<file path="config.mk">
export PLATFORM = sky130hd
export DESIGN_NAME = i2c_slave_regfile
export DESIGN_NICKNAME = d
export VERILOG_FILES = /design/src/rtl/i2c_regfile_pkg.sv /design/src/rtl/i2c_regfile_mem.sv /design/src/rtl/i2c_slave_regfile.sv
export SDC_FILE = /design/constraint.sdc
export NUM_CORES = 1
export LEC_CHECK = 0
export BUFFER_PORTS_ARGS = -buffer_cell sky130_fd_sc_hd__buf_2
export CORE_MARGIN = 2
export CORE_UTILIZATION = 50
export DETAILED_ROUTE_END_ITERATION = 7
export PLACE_DENSITY_LB_ADDON = 0.3
export SLEW_MARGIN = 20
export SYNTH_ARGS = -nofsm -noshare
export SYNTH_HDL_FRONTEND = slang
export SYNTH_SLANG_ARGS = --single-unit
</file>
<file path="constraint.sdc">
create_clock -name clk -period 2.4 [get_ports clk]
set_input_delay 0.36 -clock clk [delete_from_list [all_inputs] [get_ports clk]]
set_output_delay 0.36 -clock clk [all_outputs]
set_load 0.02 [all_outputs]
</file>
<file path="src/rtl/i2c_regfile_pkg.sv">
// Shared types and constants for the I2C pointer/auto-increment register file.
package i2c_regfile_pkg;

  typedef enum logic {
    PTR  = 1'b0,
    DATA = 1'b1
  } rf_state_t;

  function automatic int depth_of(input int aw);
    return 1 << aw;
  endfunction

endpackage

</file>
<file path="src/rtl/i2c_regfile_mem.sv">
// DEPTH x 8 register array: one write port, combinational pointer read, registered user read.
module i2c_regfile_mem
  import i2c_regfile_pkg::*;
#(
  parameter int ADDR_WIDTH = 4,
  localparam int DEPTH = depth_of(ADDR_WIDTH)
) (
  input  logic                  clk,
  input  logic                  rst_n,
  input  logic                  we,
  input  logic [ADDR_WIDTH-1:0] waddr,
  input  logic [7:0]            wdata,
  input  logic [ADDR_WIDTH-1:0] ptr_addr,
  output logic [7:0]            ptr_rdata,
  input  logic [ADDR_WIDTH-1:0] user_addr,
  output logic [7:0]            user_rdata
);

  logic [DEPTH-1:0][7:0] regs;

  // user read samples the array before this edge's write lands, so a
  // same-cycle write/read to one address returns the old value
  always_ff @(posedge clk or negedge rst_n) begin
    if (!rst_n) begin
      regs       <= '0;
      user_rdata <= '0;
    end else begin
      if (we) regs[waddr] <= wdata;
      user_rdata <= regs[user_addr];
    end
  end

  assign ptr_rdata = regs[ptr_addr];

endmodule

</file>
<file path="src/rtl/i2c_slave_regfile.sv">
// Pointer/auto-increment register device behind an i2c_slave byte stream.
// Optional I2C_REGFILE_WRITE_PROTECT_EN adds a per-register write mask.
module i2c_slave_regfile
  import i2c_regfile_pkg::*;
#(
  parameter int ADDR_WIDTH = 4,
  localparam int DEPTH = depth_of(ADDR_WIDTH)
) (
  input  logic                  clk,
  input  logic                  rst_n,
`ifdef I2C_REGFILE_WRITE_PROTECT_EN
  input  logic [DEPTH-1:0]      wp_mask,
`endif
  input  logic [7:0]            s_axis_data_tdata,
  input  logic                  s_axis_data_tvalid,
  output logic                  s_axis_data_tready,
  input  logic                  s_axis_data_tlast,
  output logic [7:0]            m_axis_data_tdata,
  output logic                  m_axis_data_tvalid,
  input  logic                  m_axis_data_tready,
  output logic                  m_axis_data_tlast,
  input  logic [ADDR_WIDTH-1:0] user_addr,
  output logic [7:0]            user_rdata,
  output logic                  wr_pulse,
  output logic [ADDR_WIDTH-1:0] wr_addr,
  output logic [7:0]            wr_data
);

  rf_state_t             state_q, state_d;
  logic [ADDR_WIDTH-1:0] ptr_q, ptr_d;
  logic                  full_q, full_d;
  logic                  rdy_q;
  logic [7:0]            odata_q;
  logic [7:0]            ptr_rdata;
  logic                  accept, rd_hs, wr_en, prot;

  assign accept = s_axis_data_tvalid & rdy_q;
  assign rd_hs  = full_q & m_axis_data_tready;

`ifdef I2C_REGFILE_WRITE_PROTECT_EN
  assign prot = wp_mask[ptr_q];
`else
  assign prot = 1'b0;
`endif

  always_ff @(posedge clk or negedge rst_n) begin
    if (!rst_n) state_q <= PTR;
    else        state_q <= state_d;
  end

  // a write accept takes priority over a read handshake; both empty the output register
  always_comb begin
    state_d = state_q;
    ptr_d   = ptr_q;
    full_d  = full_q;
    wr_en   = 1'b0;
    if (accept) begin
      full_d = 1'b0;
      if (state_q == PTR) begin
        ptr_d   = s_axis_data_tdata[ADDR_WIDTH-1:0];
        state_d = s_axis_data_tlast ? PTR : DATA;
      end else begin
        wr_en = ~prot;
        ptr_d = ptr_q + ADDR_WIDTH'(1);
        if (s_axis_data_tlast) state_d = PTR;
      end
    end else if (rd_hs) begin
      ptr_d  = ptr_q + ADDR_WIDTH'(1);
      full_d = 1'b0;
    end else if (!full_q) begin
      full_d = 1'b1;
    end
  end

  always_ff @(posedge clk or negedge rst_n) begin
    if (!rst_n) begin
      rdy_q    <= 1'b0;
      ptr_q    <= '0;
      full_q   <= 1'b0;
      odata_q  <= '0;
      wr_pulse <= 1'b0;
      wr_addr  <= '0;
      wr_data  <= '0;
    end else begin
      rdy_q    <= 1'b1;
      ptr_q    <= ptr_d;
      full_q   <= full_d;
      if (!full_q && full_d) odata_q <= ptr_rdata;
      wr_pulse <= wr_en;
      if (wr_en) begin
        wr_addr <= ptr_q;
        wr_data <= s_axis_data_tdata;
      end
    end
  end

  i2c_regfile_mem #(.ADDR_WIDTH(ADDR_WIDTH)) u_mem (
    .clk        (clk),
    .rst_n      (rst_n),
    .we         (wr_en),
    .waddr      (ptr_q),
    .wdata      (s_axis_data_tdata),
    .ptr_addr   (ptr_q),
    .ptr_rdata  (ptr_rdata),
    .user_addr  (user_addr),
    .user_rdata (user_rdata)
  );

  assign s_axis_data_tready = rdy_q;
  assign m_axis_data_tvalid = full_q;
  assign m_axis_data_tdata  = odata_q;
  assign m_axis_data_tlast  = &ptr_q;

endmodule

</file>
==> results.json, run 1 <==
{
  "hold_path_class": "in -> reg",
  "required_ns": 2.04,
  "grt_pass1_vias": 5897,
  "ctsResizeCount": 0,
  "critical_path.max_fanout": 16,
  "gp_congestion": 0.9046,
  "drtPass1Iterations": 5,
  "power_density_nw_per_um2": 1208,
  "p_leak_nw": 4.670,
  "num_io_pins": 49,
  "mostFrequentLayoutCells": "162 x dfrtp_1, 128 x mux2_2, 61 x nand2_1",
  "drive_gt1_frac": 0.4139,
  "die_area_um2": 17910,
  "routedWlPerCell_um": 24.28,
  "drc": 0,
  "slew_viol_final": 0,
  "finalHoldViolCount": 0,
  "rrSetupSlack_ns": 0.36,
  "power.total_mw": 11.77,
  "avgSynthCellArea_um2": 13.61,
  "max-cap-violations": 0,
  "synth_area_um2": 8427,
  "status": "complete, no violations",
  "cts_tree": "yes",
  "crit_end": "m_axis_data_tlast",
  "viasPerCell": 6.205,
  "grt_setup_unrepaired": "no",
  "wl_mm": 22.41,
  "fin_crit_ns": 2.102,
  "slew_headroom": 0.5891,
  "crit_path_end_kind": "output pin",
  "cts_root_buf": "clkbuf_16",
  "coreArea_um2": 16520,
  "clock_latency_ns": 0.44,
  "start_util": 0.5100,
  "r2r_start": "s_axis_data_tready",
  "gr-total-overflow": 0,
  "worstPathArrival_ns": 1.74,
  "postRouteAntennaNets": 0,
  "n_antenna_cell": 0,
  "syn_nets": 640,
  "synth_cells": 619,
  "antenna_found_initial": 0,
  "ys_ff_latch": 164,
  "crit_path_start": "ptr_q[3]",
  "final_common_cell": "dfrtp_1",
  "post_cts_buffers": 0,
  "critPathKind": "reg -> out",
  "cts_buffer_depth": 2,
  "max_freq_mhz": 475.7,
  "cts_max_level": 4,
  "critPathLaunchType": "register",
  "reg2reg_depth": 5,
  "nets": 712,
  "peakVddDrop_uv": 736.5,
  "port_buffers": 48,
  "hold_slack_ns": 0.1154,
  "synthToLayoutAreaGrowth_pct": 15.53,
  "setup_viol": 0,
  "ys_types": 39,
  "r2r_end": "u_mem.regs[10]",
  "yosys_warnings": 0,
  "rows": 47,
  "grt_usage": 0.2667,
  "cts_sinks": 164,
  "grt_max_degree": 64,
  "cts_buffers": 17,
  "clkTransAtPathRegs_ns": 0.07,
  "fp.dieW_um": 133.8,
  "fin_setup_tns_ns": 0,
  "tightest_slew_ns": 0.6163,
  "finClkSkew_ns": 0.009729,
  "period_share": 0.8760,
  "dpl.hpwl_mm": 15.01,
  "fill_cells": 1314,
  "hold_buffers": 1,
  "drt_iter0_drc": 448,
  "die_h_um": 133.8,
  "stdcell_area_um2": 9736,
  "ys_seq_area_frac": 0.4870,
  "post_dp_cell_area_um2": 9120,
  "grt_pass1_wl_mm": 35.05,
  "vias": 5727
}
==> synthesized netlist by cell type, drive strengths merged <==
library cell  instances  area [µm²]
conb                  1       3.750
nand2b                2       12.51
nand3                17       90.09
clkbuf               21       78.83
o211ai                1       7.510
nor2                 27       131.4
o22ai                 1       6.260
buf                  21       135.1
or3                   1       6.260
inv                  10       37.53
ha                    4       50.05
a21o                  1       7.510
nand3b                4       30.03
mux2                128        1441
and3                  1       6.260
xor2                  1       8.760
a22o                  1       8.760
a21oi                 8       40.04
a41oi                 3       26.28
nor2b                 4       25.02
a31oi                 8       50.05
mux4                 48        1186
a2bb2oi               7       61.31
nand2                61       229.0
a22oi                 3       22.52
o21ai                20       100.1
and2                  1       6.260
mux2i                43       430.4
dfrtp               164        4104
nor3                  4       65.06
nand4                 3       18.77
==> area by class of cell <==
class	instances	area (µm²)	area share
Sequential cell	164	4106	0.4218
Clock buffer	20	446.7	0.04588
Timing Repair Buffer	95	639.4	0.06567
Clock inverter	11	158.9	0.01632
Tap cell	220	275.3	0.02827
Inverter	10	37.54	0.003856
Multi-Input combinational cell	403	4071	0.4182
==> through the flow <==
step                utilization  setup WS, ns  instances
finish                   0.5892        0.2976        923
global route             0.5892        0.2053        923
floorplan                     -        0.2231        619
CTS                      0.5892        0.3026        923
global placement         0.5519        0.3914        891
detailed placement       0.5519        0.3414        891
==> registers in the layout, summed over array words and instances, names as in the netlist <==
signal              count
m_axis_data_tdata       8
m_axis_data_tvalid      1
ptr_q                   4
s_axis_data_tready      1
state_q                 1
u_mem.regs            128
u_mem.user_rdata        8
wr_addr                 4
wr_data                 8
wr_pulse                1
==> worst min-delay path by stage <==
| stage | from | endpoint | slack, ns | cells past startpoint |
|---|---|---|---|---|
| 2_1_floorplan | rst_n | m_axis_data_tdata[0] | 0.06 | 0 |
| 3_3_place_gp | rst_n | u_mem.regs[35] | 0.38 | 1 |
| 3_5_place_dp | rst_n | u_mem.regs[39] | 0.39 | 1 |
| 4_1_cts | s_axis_data_tlast | state_q | 0.11 | 2 |
| 5_1_grt | s_axis_data_tlast | state_q | 0.10 | 2 |
| 6_report | s_axis_data_tlast | state_q | 0.12 | 2 |
==> logic make-up (layout without fill, tap and decap cells) <==
logic type	after synthesis	in the layout	share of synthesized area
other	1	1	0.0004450
buffers and inverters	52	136	0.02984
flip-flops	164	164	0.4870
XOR/XNOR	1	1	0.001040
AO/OA/AOI/OAI	53	53	0.03920
adder cells (fa/ha/maj)	4	4	0.005939
multiplexers	219	219	0.3629
AND/OR/NAND/NOR	125	125	0.07365
==> critical path, stage by stage, from the launching register on <==
cell and delay (ns):
dfrtp_2 0.70, buf_4 0.27, and3_1 0.17, buf_2 0.17
==> power by group <==
part | total [mW] | internal [mW] | switching, mW
Clock | 2.84 | 1.75 | 1.08
Combinational | 4.14 | 2.15 | 2.00
Sequential | 4.78 | 3.85 | 0.938
==> metal layers <==
layer | wire length [µm] | up-vias | global-route usage
met5 | 0 | - | 0
met4 | 749 | 0 | 0.1087
met3 | 1560 | 54 | 0.07218
met2 | 11130 | 261 | 0.4313
met1 | 8976 | 2964 | 0.3438
li1 | - | 2448 | -
Power figures use the tool's default switching activity.
==> inputs of run 2 (changes only) <==
Settings changed: GPL_TIMING_DRIVEN set to 0.
==> run 2 against run 1 <==
  * Clock-buffer cell count decreased by 1
  * Utilization increased by 0.45 points
  * Via count increased by 2.0%
  * Critical path type is now reg -> reg
  * Largest power group unchanged
==> results.json, run 2 (synthesis gave the netlist of run 1 again) <==
{
  "viasPerCell": 6.244,
  "p_switching_mw": 4.168,
  "crit_path_end_kind": "register",
  "gp_congestion": 0.9279,
  "drt_iter0_drc": 595,
  "clkPwrFrac": 0.228,
  "p_leak_nw": 4.613,
  "power_density_nw_per_um2": 1190,
  "cts_sinks": 164,
  "whs_path_depth": 2,
  "start_util": 0.5100,
  "final_common_cell": "dfrtp_1",
  "p_sw_frac": 0.3570,
  "slew_viol_final": 0,
  "wl_mm": 24.02,
  "n_antenna_cell": 0,
  "num_io_pins": 49,
  "power.total_mw": 11.67,
  "setup_viol": 0,
  "met1_usage": 0.3745,
  "crit_end": "m_axis_data_tdata[7]",
  "crit_path_start": "ptr_q[1]",
  "postRouteAntennaNets": 0,
  "max-cap-violations": 0,
  "routedWlPerCell_um": 25.66,
  "die_h_um": 133.8,
  "peakVddDrop_uv": 712.6,
  "grt-busiest-layer": "met2",
  "r2r_start": "ptr_q[1]",
  "top_register": "u_mem.regs",
  "drtPass1Iterations": 5,
  "drc": 0,
  "largest_reg_flops": 128,
  "vias": 5844,
  "period_share": 0.9801,
  "crit_chain": "buf_4, buf_6, and2_1, clkbuf_1, a22oi_1, nand3_1, o211ai_1",
  "slew_headroom": 0.3255,
  "grtUsageMet3": 0.06954,
  "nets": 725,
  "grt_pass1_wl_mm": 36.90,
  "port_buffers": 44,
  "grt_usage": 0.2830,
  "cts_tree": "yes",
  "status": "complete, no violations",
  "drive_gt1_frac": 0.3939,
  "grt_max_degree": 103,
  "worstPathArrival_ns": 2.67,
  "fin_ws_ns": 0.04765,
  "critPathKind": "reg -> reg",
  "grt_use_met2": 0.4368,
  "die_area_um2": 17910,
  "dp_slack_ns": -0.6319,
  "fp.dieW_um": 133.8,
  "max_freq_mhz": 425.1,
  "antenna_found_initial": 0,
  "coreArea_um2": 16520,
  "grt_pass1_vias": 6188,
  "critical_path.max_fanout": 19,
  "seq_power_share": 0.397,
  "cts_root_buf": "clkbuf_16",
  "cts_max_level": 4,
  "power_frac_comb": 0.375,
  "hold_path_class": "in -> reg",
  "clock_latency_ns": 0.44,
  "reg2reg_depth": 7,
  "rows": 47,
  "clkTransAtPathRegs_ns": 0.07,
  "mostFrequentLayoutCells": "164 x dfrtp_1, 128 x mux2_2, 59 x nand2_1",
  "critPathMaxStageDelay_ns": 0.64,
  "crit_slowest_cell": "clkbuf_1",
  "dpl.hpwl_mm": 15.50,
  "finalHoldViolCount": 0,
  "r2r_end": "m_axis_data_tdata[7]",
  "p_int_mw": 7.506,
  "required_ns": 2.72,
  "cts_buffer_depth": 2,
  "critPathLaunchType": "register",
  "fin_crit_ns": 2.352,
  "path_buf_inv": 3,
  "synthToLayoutAreaGrowth_pct": 16.42,
  "cts_buffers": 17,
  "gr-total-overflow": 0,
  "rrSetupSlack_ns": 0.05,
  "final_util": 0.5937,
  "path_delay_family": "buffers and inverters",
  "crit_cells": 7,
  "finClkSkew_ns": 0.02162,
  "tightest_slew_ns": 1.012,
  "grt_setup_unrepaired": "no"
}
## run 2: how the worst min path moves through the flow
stage                       from              endpoint  slack (ns)
6_report       s_axis_data_tlast               state_q        0.11
5_1_grt        s_axis_data_tlast               state_q        0.11
4_1_cts        s_axis_data_tlast               state_q        0.11
3_5_place_dp               rst_n        u_mem.regs[71]        0.43
3_3_place_gp          wr_data[5]            wr_data[5]        0.46
2_1_floorplan              rst_n  m_axis_data_tdata[0]        0.06
## run 2: per-stage QoR
step | cells | instance area [µm²] | hold WS, ns | setup TNS [ns]
final | 936 | 9811 | 0.1078 | 0
after global routing | 936 | 9811 | 0.1110 | 0
after CTS | 932 | 9773 | 0.1088 | 0
after detailed placement | 885 | 8987 | 0.4301 | -35.99
after global placement | 883 | 8922 | 0.4579 | -269.32
after floorplan | 619 | 8427 | 0.06441 | 0
## run 2: what timing repair did
item | CTS | global route
pin swaps | 8 | 0
setup buffers | 17 | 4
cloned | 0 | 0
hold endpoints to repair | 83 | 0
hold buffers | 1 | 0
endpoints found under the setup margin | 81 | 82
resized for setup | 14 | 2
## run 2: area by class of cell
cell class                      count  area (µm²)
Clock buffer                       19       432.9
Sequential cell                   164        4104
Buffer                             40       212.7
Fill cell                        1287        6714
Tap cell                          220       275.3
Multi-Input combinational cell    403        4121
Clock inverter                     12       132.6
Timing Repair Buffer               68       490.5
Inverter                           10       41.29
## run 2: power groups by stage
stage               sequential, mW  clock [mW]  combinational [mW]
floorplan                     4.61           0                2.91
global placement              4.57           0                4.12
detailed placement            4.64           0                4.24
CTS                           4.61        2.68                4.32
global route                  4.75        2.82                4.68
finish                        4.63        2.67                4.38
## run 2: per-layer routing
layer	vias up	wire, µm	part of all wire
li1	2471	-	-
met1	2996	9833	0.41
met2	301	11190	0.47
met3	76	1753	0.073
met4	0	1243	0.052
met5	-	0	0
==> inputs of run 3 (changes only) <==
Clock period 2.4 ns to 2.3 ns, I/O delays scaled along.
==> run 3 against run 2 <==
  * Clock skew down 0.013 ns
  * Highest routed layer unchanged
  * Sequential power up 4.8%
  * Sequential cell count unchanged
  * Global-route usage up 0.27 points
  * Clock power up 5%
  * Register-to-register slack about the same
==> results.json, run 3 (synthesis gave the netlist of run 1 again) <==
{
  "fp.dieW_um": 133.8,
  "slew_viol_final": 0,
  "start_util": 0.5100,
  "drc": 0,
  "num_io_pins": 49,
  "crit_chain": "buf_6, buf_6, buf_6, clkinvlp_4, ha_1, nand2_2, nor2_4, buf_4, mux2_2",
  "post_dp_cell_area_um2": 8987,
  "finalHoldViolCount": 0,
  "wl_mm": 24.51,
  "fill_cells": 1274,
  "crit_cells": 9,
  "fin_crit_ns": 2.263,
  "fin_setup_tns_ns": 0,
  "antenna_found_initial": 0,
  "reg2reg_depth": 9,
  "stdcell_area_um2": 9879,
  "mostFrequentLayoutCells": "164 x dfrtp_1, 128 x mux2_2, 59 x nand2_1",
  "n_antenna_cell": 0,
  "critPathLaunchType": "register",
  "finClkSkew_ns": 0.008969,
  "gp_congestion": 0.9279,
  "setup_viol": 0,
  "final_common_cell": "dfrtp_1",
  "crit_path_end_kind": "register",
  "grt_pass1_wl_mm": 37.28,
  "r2r_start": "ptr_q[1]",
  "dpl.hpwl_mm": 15.50,
  "vias": 5946,
  "die_area_um2": 17910,
  "clkTransAtPathRegs_ns": 0.07,
  "cts_buffer_depth": 2,
  "critical_path.max_fanout": 10,
  "postRouteAntennaNets": 0,
  "grt_max_degree": 103,
  "viasPerCell": 6.319,
  "cts_buffers": 17,
  "peakVddDrop_uv": 739.9,
  "coreArea_um2": 16520,
  "whs_path_depth": 2,
  "gr-total-overflow": 0,
  "rows": 47,
  "drive_gt1_frac": 0.3994,
  "required_ns": 2.62,
  "grt_setup_unrepaired": "yes",
  "tightest_slew_ns": 0.9834,
  "critPathMaxStageDelay_ns": 0.39,
  "routedWlPerCell_um": 26.04,
  "cts_sinks": 164,
  "synthToLayoutAreaGrowth_pct": 17.24,
  "cpMostUsedCell": "buf_6",
  "drtPass1Iterations": 5,
  "largest_reg_flops": 128,
  "status": "complete, no violations",
  "die_h_um": 133.8,
  "period_share": 0.9840,
  "port_buffers": 44,
  "crit_slowest_cell": "dfrtp_1",
  "p_leak_nw": 4.649,
  "path_buf_inv": 5,
  "grt_usage": 0.2857,
  "hold_path_class": "in -> reg",
  "max_freq_mhz": 441.9,
  "power.total_mw": 12.30,
  "cts_tree": "yes",
  "power_density_nw_per_um2": 1245,
  "clock_latency_ns": 0.44,
  "drt_iter0_drc": 617,
  "cts_root_buf": "clkbuf_16",
  "critPathKind": "reg -> reg",
  "crit_path_start": "ptr_q[1]",
  "max-cap-violations": 0,
  "top_register": "u_mem.regs",
  "hp-start": "s_axis_data_tlast",
  "nets": 730,
  "cts_max_level": 4,
  "grt_pass1_vias": 6217,
  "path_delay_family": "buffers and inverters",
  "slew_headroom": 0.3444,
  "worstPathArrival_ns": 2.58,
  "rrSetupSlack_ns": 0.04
}
run 3: cell count changes in the layout (fill, tap and decap cells not counted), sizes merged:
| cell | delta |
|---|---|
| buf | +4 |
| clkbuf | +1 |
run 3: worst paths after layout:
kind | end
max in group asynchronous | u_mem.regs[42]
worst min register to register | wr_addr[2]
worst min-delay path | state_q
min in group asynchronous | u_mem.regs[67]
worst max-delay path | u_mem.regs[77]
worst max register to register | u_mem.regs[77]
run 3: power breakdown:
part	internal, mW	switching, mW
Sequential	4.01	0.841
Combinational	2.27	2.39
Clock	1.59	1.20
run 3: area by class of cell:
class	count	area [µm²]	share of cell area
buffer	41	234.0	0.02368
clock buffer	19	432.9	0.04382
clock inverter	12	132.6	0.01342
inverter	10	41.29	0.004179
multi-input combinational	403	4126	0.4177
sequential	164	4104	0.4154
tap	220	275.3	0.02786
timing repair buffer	72	533.0	0.05395
run 3: per-layer routing:
metal  vias up  track usage  share of wire
met5         -            0              0
met4         0       0.1448          0.047
met3        79      0.06841          0.078
met2       299       0.4444           0.47
met1      3086       0.3777           0.41
li1       2482            -              -
run 3: worst register-to-register path: stages, from the launching register on:
cell,delay (ns)
dfrtp_1,0.39
buf_6,0.21
buf_6,0.20
buf_6,0.21
clkinvlp_4,0.16
ha_1,0.21
nand2_2,0.23
nor2_4,0.09
buf_4,0.18
mux2_2,0.27
run 3: metrics by stage:
stage                       util  cells  hold WS (ns)  setup WS [ns]
after global placement    0.5399    883        0.4579         -1.522
final                     0.5979    941       0.09463        0.03689
after CTS                 0.5957    940       0.09378        0.01359
after detailed placement  0.5439    885        0.4151        -0.7319
after global routing      0.5979    941       0.09883       -0.04228
after floorplan                -    619       0.04941         0.1231
run 3: repair_timing:
item	CTS	global route
endpoints found under the setup margin	97	110
pin swaps	8	2
hold endpoints to repair	101	0
setup buffers	24	1
hold buffers	1	0
gates resized for setup	18	6
